`src/rtl/input_hub_pkg.sv`:
```
// Shared register map, accumulator width and accumulator type for input_hub.
package input_hub_pkg;

    localparam int ACC_W = 16;

    typedef logic [ACC_W-1:0] acc_t;

    // Per-player byte offsets (low nibble of cpu_addr)
    localparam logic [3:0] REG_JOY      = 4'd0;
    localparam logic [3:0] REG_PRESS    = 4'd4;
    localparam logic [3:0] REG_ANA_X    = 4'd8;
    localparam logic [3:0] REG_ANA_Y    = 4'd9;
    localparam logic [3:0] REG_ACC_LO   = 4'd10;
    localparam logic [3:0] REG_ACC_HI   = 4'd11;
    localparam logic [3:0] REG_SNAP_LO  = 4'd12;
    localparam logic [3:0] REG_SNAP_HI  = 4'd13;
    localparam logic [3:0] REG_NPLAYERS = 4'd14;
    localparam logic [3:0] REG_JOYBYTES = 4'd15;

endpackage

```
`src/rtl/input_hub_chan.sv`:
```
// One player channel: priming, sticky press mask, spinner accumulator and
// frame snapshots of joystick, analog stick and accumulator.
module input_hub_chan
    import input_hub_pkg::*;
#(
    parameter int JOY_W = 32
) (
    input  logic             clk_sys,
    input  logic             reset,
    input  logic             snap,
    input  logic [JOY_W-1:0] joy,
    input  logic [15:0]      ana,
    input  logic [8:0]       spin,
    input  logic             clr,
    output logic [JOY_W-1:0] joy_snap,
    output logic [JOY_W-1:0] press,
    output logic [15:0]      ana_snap,
    output acc_t             acc,
    output acc_t             acc_snap
);

    logic             primed;
    logic [JOY_W-1:0] prev_joy;
    logic             prev_tog;
    logic [JOY_W-1:0] press_nxt;
    acc_t             delta;

    // New edges are OR-ed in after the clear so a same-cycle edge survives;
    // nothing counts as an edge until the first post-reset sample is taken.
    always_comb begin
        press_nxt = clr ? '0 : press;
        if (primed) begin
            press_nxt = press_nxt | (joy & ~prev_joy);
        end
    end

    assign delta = {{(ACC_W-8){spin[7]}}, spin[7:0]};

    // Channel state: history, mask, accumulator and snapshot registers.
    always_ff @(posedge clk_sys) begin
        if (reset) begin
            primed   <= 1'b0;
            prev_joy <= '0;
            prev_tog <= 1'b0;
            press    <= '0;
            acc      <= '0;
            joy_snap <= '0;
            ana_snap <= '0;
            acc_snap <= '0;
        end else begin
            primed   <= 1'b1;
            prev_joy <= joy;
            prev_tog <= spin[8];
            press    <= press_nxt;
            if (primed && (spin[8] != prev_tog)) begin
                acc <= acc + delta;
            end
            if (snap) begin
                joy_snap <= joy;
                ana_snap <= ana;
                acc_snap <= acc;
            end
        end
    end

endmodule

```
`src/rtl/input_hub.sv`:
```
// Per-player input capture hub with a byte-wide, one-cycle-latency CPU
// register port. Player channels live in input_hub_chan.
module input_hub #(
    parameter int PLAYERS = 6,
    parameter int JOY_W   = 32,
    parameter int ACC_W   = 16
) (
    input  logic                     clk_sys,
    input  logic                     reset,
    input  logic                     snap,
    input  logic [PLAYERS*JOY_W-1:0] joystick,
    input  logic [PLAYERS*16-1:0]    analog_l,
    input  logic [PLAYERS*9-1:0]     spinner,
    input  logic [7:0]               cpu_addr,
    input  logic                     cpu_rd,
    input  logic                     cpu_clr,
    output logic [7:0]               cpu_dout,
    output logic                     cpu_valid
);

    import input_hub_pkg::*;

    logic [3:0]  rd_player;
    logic [3:0]  rd_reg;
    logic        player_ok;
    logic [7:0]  rd_data;
    logic [7:0]  acc_shadow;
    logic [31:0] joy_sel;
    logic [31:0] press_sel;

    // Channel outputs padded to the full 16-player address space so the
    // read mux can index directly with the player nibble.
    logic [31:0] joy_snap_w [16];
    logic [31:0] press_w    [16];
    logic [15:0] ana_w      [16];
    acc_t        acc_w      [16];
    acc_t        acc_snap_w [16];

    assign rd_player = cpu_addr[7:4];
    assign rd_reg    = cpu_addr[3:0];
    assign player_ok = ({1'b0, rd_player} < 5'(PLAYERS));

    for (genvar p = 0; p < 16; p++) begin : g_player
        if (p < PLAYERS) begin : g_chan
            logic [JOY_W-1:0] js;
            logic [JOY_W-1:0] pr;
            logic             clr_p;

            assign clr_p = cpu_clr && (rd_player == 4'(p));

            input_hub_chan #(
                .JOY_W (JOY_W)
            ) u_chan (
                .clk_sys  (clk_sys),
                .reset    (reset),
                .snap     (snap),
                .joy      (joystick[p*JOY_W +: JOY_W]),
                .ana      (analog_l[p*16 +: 16]),
                .spin     (spinner[p*9 +: 9]),
                .clr      (clr_p),
                .joy_snap (js),
                .press    (pr),
                .ana_snap (ana_w[p]),
                .acc      (acc_w[p]),
                .acc_snap (acc_snap_w[p])
            );

            assign joy_snap_w[p] = 32'(js);
            assign press_w[p]    = 32'(pr);
        end else begin : g_empty
            assign joy_snap_w[p] = '0;
            assign press_w[p]    = '0;
            assign ana_w[p]      = '0;
            assign acc_w[p]      = '0;
            assign acc_snap_w[p] = '0;
        end
    end

    assign joy_sel   = joy_snap_w[rd_player];
    assign press_sel = press_w[rd_player];

    // Register read mux; unpopulated players read as zero.
    always_comb begin
        rd_data = 8'h00;
        if (player_ok) begin
            unique case (rd_reg)
                REG_JOY, REG_JOY + 4'd1, REG_JOY + 4'd2, REG_JOY + 4'd3:
                    rd_data = joy_sel[{rd_reg[1:0], 3'b000} +: 8];
                REG_PRESS, REG_PRESS + 4'd1, REG_PRESS + 4'd2, REG_PRESS + 4'd3:
                    rd_data = press_sel[{rd_reg[1:0], 3'b000} +: 8];
                REG_ANA_X:    rd_data = ana_w[rd_player][7:0];
                REG_ANA_Y:    rd_data = ana_w[rd_player][15:8];
                REG_ACC_LO:   rd_data = acc_w[rd_player][7:0];
                REG_ACC_HI:   rd_data = acc_shadow;
                REG_SNAP_LO:  rd_data = acc_snap_w[rd_player][7:0];
                REG_SNAP_HI:  rd_data = acc_snap_w[rd_player][ACC_W-1 -: 8];
                REG_NPLAYERS: rd_data = 8'(PLAYERS);
                REG_JOYBYTES: rd_data = 8'(JOY_W / 8);
                default:      rd_data = 8'h00;
            endcase
        end
    end

    // Reading the live low byte freezes the high byte so a 16-bit value can
    // be assembled from two byte reads without tearing.
    always_ff @(posedge clk_sys) begin
        if (reset) begin
            acc_shadow <= 8'h00;
        end else if (cpu_rd && player_ok && (rd_reg == REG_ACC_LO)) begin
            acc_shadow <= acc_w[rd_player][ACC_W-1 -: 8];
        end
    end

    // Output register: one-cycle read latency, data held between reads.
    always_ff @(posedge clk_sys) begin
        if (reset) begin
            cpu_dout  <= 8'h00;
            cpu_valid <= 1'b0;
        end else begin
            cpu_valid <= cpu_rd;
            if (cpu_rd) begin
                cpu_dout <= rd_data;
            end
        end
    end

endmodule

```
`config.mk`:
```
export PLATFORM = sky130hd
export DESIGN_NAME = input_hub
export DESIGN_NICKNAME = d
export VERILOG_FILES = /design/src/rtl/input_hub_pkg.sv /design/src/rtl/input_hub_chan.sv /design/src/rtl/input_hub.sv
export SDC_FILE = /design/constraint.sdc
export NUM_CORES = 2
export LEC_CHECK = 0
export CORE_MARGIN = 2
export CORE_UTILIZATION = 58
export DETAILED_ROUTE_END_ITERATION = 8
export PLACE_DENSITY_LB_ADDON = 0.2
export SKIP_CTS_REPAIR_TIMING = 1
export SYNTH_ARGS = -nofsm -noshare
export SYNTH_HDL_FRONTEND = slang
export SYNTH_SLANG_ARGS = --single-unit
```
`constraint.sdc`:
```
create_clock -name clk_sys -period 3 [get_ports clk_sys]
set_input_delay 0.45 -clock clk_sys [delete_from_list [all_inputs] [get_ports clk_sys]]
set_output_delay 0.45 -clock clk_sys [all_outputs]
set_load 0.01 [all_outputs]
```
Yosys cells after proc, flatten, opt, wreduce, memory -nomap -nowiden:

Cells that the tools add are included.

* register bits: 888
* output and inout bits: 9

* add/sub/neg operators: 6
* $lt $le $gt $ge: 2
* equality and inequality tests: 26
* shift-type cells: 2
* muxes and demuxes: 30
* bitwise operators: 19
* reductions and logical operators: 18

Operators with widths (count)
* 32-bit two-way mux: 16
* 32-bit binary-select mux with 4-bit select: 2
* 32-bit AND: 6
* 16-bit binary-select mux with 4-bit select: 3
* 32-bit inverter: 6
* 32-bit OR: 6
* 16-bit adder: 6
* 16-bit two-way mux: 6
* 8-bit case mux with 10 select lines: 1
* 32-bit by 6-bit variable part select with 8-bit output: 2
* 4-bit equality test (second input constant): 8
* 4-bit by 3-bit equality test with 1-bit output (second input constant): 6
* 4-bit by 2-bit equality test with 1-bit output (second input constant): 4
* 1-bit logical AND: 14
* 4-bit by 1-bit equality test with 1-bit output (second input constant): 2
* 4-bit zero test: 2
* 8-bit two-way mux: 1
* 4-bit OR reduction: 2
* 1-bit inequality test: 6
* 5-bit >= comparator (second input constant): 1
* 4-bit inverter with 5-bit output: 1
* 4-bit by 3-bit less-than comparator with 1-bit output (second input constant): 1
* 1-bit two-way mux: 1

Logic depth before layout (Yosys ltp):

* word-level depth: 7
* depth in mapped cells: 12

Modules after synthesis:

From an unflattened synthesis, not the netlist that was laid out.

* cells, all modules: 3959
* area total of the unflattened synthesis: 39484.1 µm²

Modules (own cells, without submodules)
* input_hub_chan at g_player[0].g_chan.u_chan ...: times used 4, cells an instance 541, area an instance 5494.0 µm²
* input_hub_chan at g_player[4].g_chan.u_chan ...: times used 2, cells an instance 537, area an instance 5475.3 µm²
* input_hub: times used 1, cells an instance 721, area an instance 6557.5 µm²

Worst setup path after synthesis:

No wires, ideal clock.

* kind: in2reg
* start point: input spinner[9]
* end point: register g_player[1].g_chan.u_chan.acc[14]
* arrival time: 2.405 ns
* required time: 2.870 ns
* slack: 0.465 ns
* cell stages on the path: 9
* buffers on the path: 0
* path through: ha_1 > fa_1 > a211oi_1 > o21ai_0 > a31oi_1 > o21ai_0 > a311oi_1 > xor2_1 > o31ai_1

* word-level cells in the longest chain between the ends: 1

Ends and longest elaborated chain
* from (decl): RTL line input_hub.sv:13 `input logic [PLAYERS*9-1:0] spinner,`
* 16-bit adder: RTL line input_hub_chan.sv:56 `acc <= acc + delta;`
* to (signal assigned): RTL line input_hub_chan.sv:56
* to (decl): RTL line input_hub_chan.sv:18 `output acc_t acc,`

No other way between the ends.
A chain may end at the register's enable or synchronous reset.

Final worst setup path:

* start point: register g_player[1].g_chan.u_chan.acc[1]
* end point: register g_player[1].g_chan.u_chan.acc[14]

* word-level cells in the longest chain between the ends: 1

Ends and longest elaborated chain (RTL line)
* 16-bit adder: input_hub_chan.sv:56

No other way between the ends.

==> flow_summary_export.csv <==
group,metric,value,unit
clock_network,numCtsBuffers,89,
cells_and_area,area_growth,21.93,%
hold_path,min-delay-start,"reset",
cells_and_area,fin_nets,4703,
timing,holdWs,188.1,ps
grt,grt_max_degree,200,
cells_and_area,utilization,71.26,%
floorplanning,die_width,263.7,um
hold_path,hold_end,"g_player[5].g_chan.u_chan.joy_snap[31]$_SDFFE_PP0P_",
power,ir_worst_vdd,0.0004563,V
worst_setup_path,crit_start,"g_player[1].g_chan.u_chan.acc[1]$_SDFFE_PP0P_",
clock_network,cts_tree,"yes",
route,drc,0,
worst_setup_path,r2r_start,"g_player[1].g_chan.u_chan.acc[1]$_SDFFE_PP0P_",
timing,clock.fmax,383.0,MHz
floorplanning,die_h,263.7,um
clock_network,clockRootBuffer,"clkbuf_16",
clock_network,insertion_delay,650,ps
placed_design,portBuffers,363,
logic_synthesis,yosys-top-cells-area,"dfxtp_1, mux2i_1, mux4_2",
logic_synthesis,synth-edff-count,0,
worst_setup_path,end_kind,"flip-flop",
route,top_layer_used,"met5",
logic_synthesis,synth.top_cell.area_share,45.45,%
timing,tightest_slew,911.4,ps
route,dr.pass1.iters,5,
clock_network,cts_htree_levels,3,
placed_design,hpwl,79.95,mm
floorplanning,design.die.area,69530,um2
run,drv_cap,0,
grt,grt_overflow,0,
logic_synthesis,syn_inst,3869,
route,route.met3.wl,9.515,mm
worst_setup_path,start_kind,"flip-flop",
clock_network,path_clk_slew,60,ps
route,ant_nets,0,
timing,fin_skew,37.55,ps
placed_design,gp_congestion,0.9649,
clock_network,cts.sinks,888,
worst_setup_path,r2r_end,"g_player[1].g_chan.u_chan.acc[14]$_SDFFE_PP0P_",
power,total_power,29280,uW
grt,grt_pass1_vias,29490,
logic_synthesis,synth-async-reset-ratio,0,%
grt,grt_usage,31.79,%
route,met2_wirelength,49.85,mm
timing,min_period,2611,ps
worst_setup_path,r2r_cells,8,
logic_synthesis,ys_seq_area_share,45.45,%
timing,maxSlewViolCount,0,
logic_synthesis,synth_top_area_cell,"dfxtp_1",
logic_synthesis,synthesis.nets,4320,
grt,grt_antenna_before_repair,17,
grt,grt_pass1_wl,173.0,mm
timing,finalSetupViolCount,0,
worst_setup_path,criticalPathCategory,"reg2reg",
worst_setup_path,ff2ff_setup_slack,390,ps
clock_network,cts.path.max_buffers,3,
worst_setup_path,crit_arrival,3160,ps
route,vias_per_cell,5.919,
timing,grt_setup_unrepaired,"false",
timing,slew_headroom,39.24,%
logic_synthesis,ys.flop_type,"dfxtp_1",
route,vias,30810,
floorplanning,start_util,58.44,%
timing,finalCritPeriodShare,87.02,%
logic_synthesis,syn-cell-area,39110,um2
cells_and_area,layout-drive-gt1-share,11.44,%
worst_setup_path,cp_max_fo,5,
power,powerDensity,614.1,nW/um2
route,drt-wirelength-per-cell,21.70,um
floorplanning,ios,364,
timing,finalHoldViolCount,0,
logic_synthesis,ys_types,72,
hold_path,hold_class,"in2reg",
power,leakage,0.01981,uW
cells_and_area,final_cell_mix,"dfxtp_1, nor2_1, mux2i_1",
logic_synthesis,synth_warnings,0,
floorplanning,core,66920,um2
logic_synthesis,synth-seq-cells,888,
route,drt_wl_total,112.9,mm
cells_and_area,layout_commonest_cell,"dfxtp_1",
hold_path,whs_path_depth,2,
outcome,status,"complete, no violations",
worst_setup_path,required,3550,ps
route,wl_met1,51.25,mm
route,drt_iter0_markers,2862,
logic_synthesis,avgSynthCellArea,10.11,um2
floorplanning,rows,95,
==> synthesized netlist by cell type, types with 5 or more instances <==
cell	count
o21bai_1	12
buf_2	32
ha_1	90
a22oi_1	8
clkbuf_1	156
o211ai_1	5
nor3_1	20
o311ai_0	6
a21oi_1	187
o22ai_1	16
xnor2_1	45
nor2_1	486
and2_1	8
mux2i_1	466
o21ai_0	77
o31ai_1	13
a31oi_1	19
nand2_1	232
o21a_1	12
buf_4	6
xor2_1	22
nand2b_1	10
a21o_1	37
dfxtp_1	888
mux4_2	129
buf_6	16
nand3_1	34
inv_1	208
fa_1	6
a32o_1	195
or3_1	6
buf_1	43
nand4_1	10
and3_1	9
o21ai_1	14
a211oi_1	47
a22o_1	5
nor2b_1	219
or2_2	5
==> how the worst max path moves through the flow <==
stage	to	slack [ps]
2_1_floorplan	g_player[1].g_chan.u_chan.acc[14]$_SDFFE_PP0P_	460
3_3_place_gp	g_player[1].g_chan.u_chan.acc[14]$_SDFFE_PP0P_	-140
3_5_place_dp	g_player[1].g_chan.u_chan.acc[14]$_SDFFE_PP0P_	-130
4_1_cts	g_player[1].g_chan.u_chan.acc[14]$_SDFFE_PP0P_	370
5_1_grt	g_player[1].g_chan.u_chan.acc[14]$_SDFFE_PP0P_	100
6_report	g_player[1].g_chan.u_chan.acc[14]$_SDFFE_PP0P_	390
==> registers in the layout, indices dropped and copies added (netlist names) <==
signal / count
g_player.g_chan.u_chan.joy_snap: 192
g_player.g_chan.u_chan.press: 192
g_player.g_chan.u_chan.prev_joy: 192
g_player.g_chan.u_chan.acc: 96
g_player.g_chan.u_chan.acc_snap: 96
g_player.g_chan.u_chan.ana_snap: 96
acc_shadow: 8
cpu_dout: 8
g_player.g_chan.u_chan.prev_tog: 6
cpu_valid: 1
g_player.g_chan.u_chan.primed: 1
==> logic make-up (layout without fill, tap and decap cells) <==
kind of cell	after synthesis	in the layout	synth area share, %
AND/OR/NAND/NOR	1065	1065	12.41
flip-flops	888	888	45.45
AO/OA/AOI/OAI	681	681	12.59
multiplexers	603	603	19.66
buffers and inverters	469	926	5.202
adder cells (fa/ha/maj)	96	96	3.186
XOR/XNOR	67	67	1.500
other	0	5	0
==> where the power goes <==
group	switching [uW]	internal [uW]
Sequential	468	12500
Clock	4860	7260
Combinational	2120	2040
==> through the flow <==
stage	cells	setup TNS, ps	worst slack, ps	cell area (um2)
finish	5204	0	389.3	47690
global route	5202	0	101.1	47680
CTS	5199	0	374.6	47670
detailed placement	5034	-376.6	-125.2	44430
global placement	5034	-261.4	-137.3	44430
floorplan	3869	0	464.8	39110
==> area by class of cell <==
class / count / area (um2)
Antenna cell: 5 / 12.51
Clock buffer: 124 / 2571
Clock inverter: 41 / 669.4
Fill cell: 5026 / 19230
Inverter: 209 / 784.5
Multi-Input combinational cell: 2512 / 19400
Sequential cell: 888 / 17780
Tap cell: 873 / 1092
Timing Repair Buffer: 552 / 5378
==> routing by layer <==
metal  up-vias  GRT usage [%]
li1      14480              -
met1     15030          46.04
met2      1120          48.69
met3       156          6.413
met4        20          8.062
met5         -              0
==> critical path, cell delays in order, from the launching register on <==
cell and delay [ps]:
dfxtp_1 450, fa_1 470, a211oi_1 300, o21ai_0 150
a31oi_1 280, o21ai_0 200, a311oi_1 340, xor2_1 110
o31ai_1 220
(Power assumes the default switching activity.)
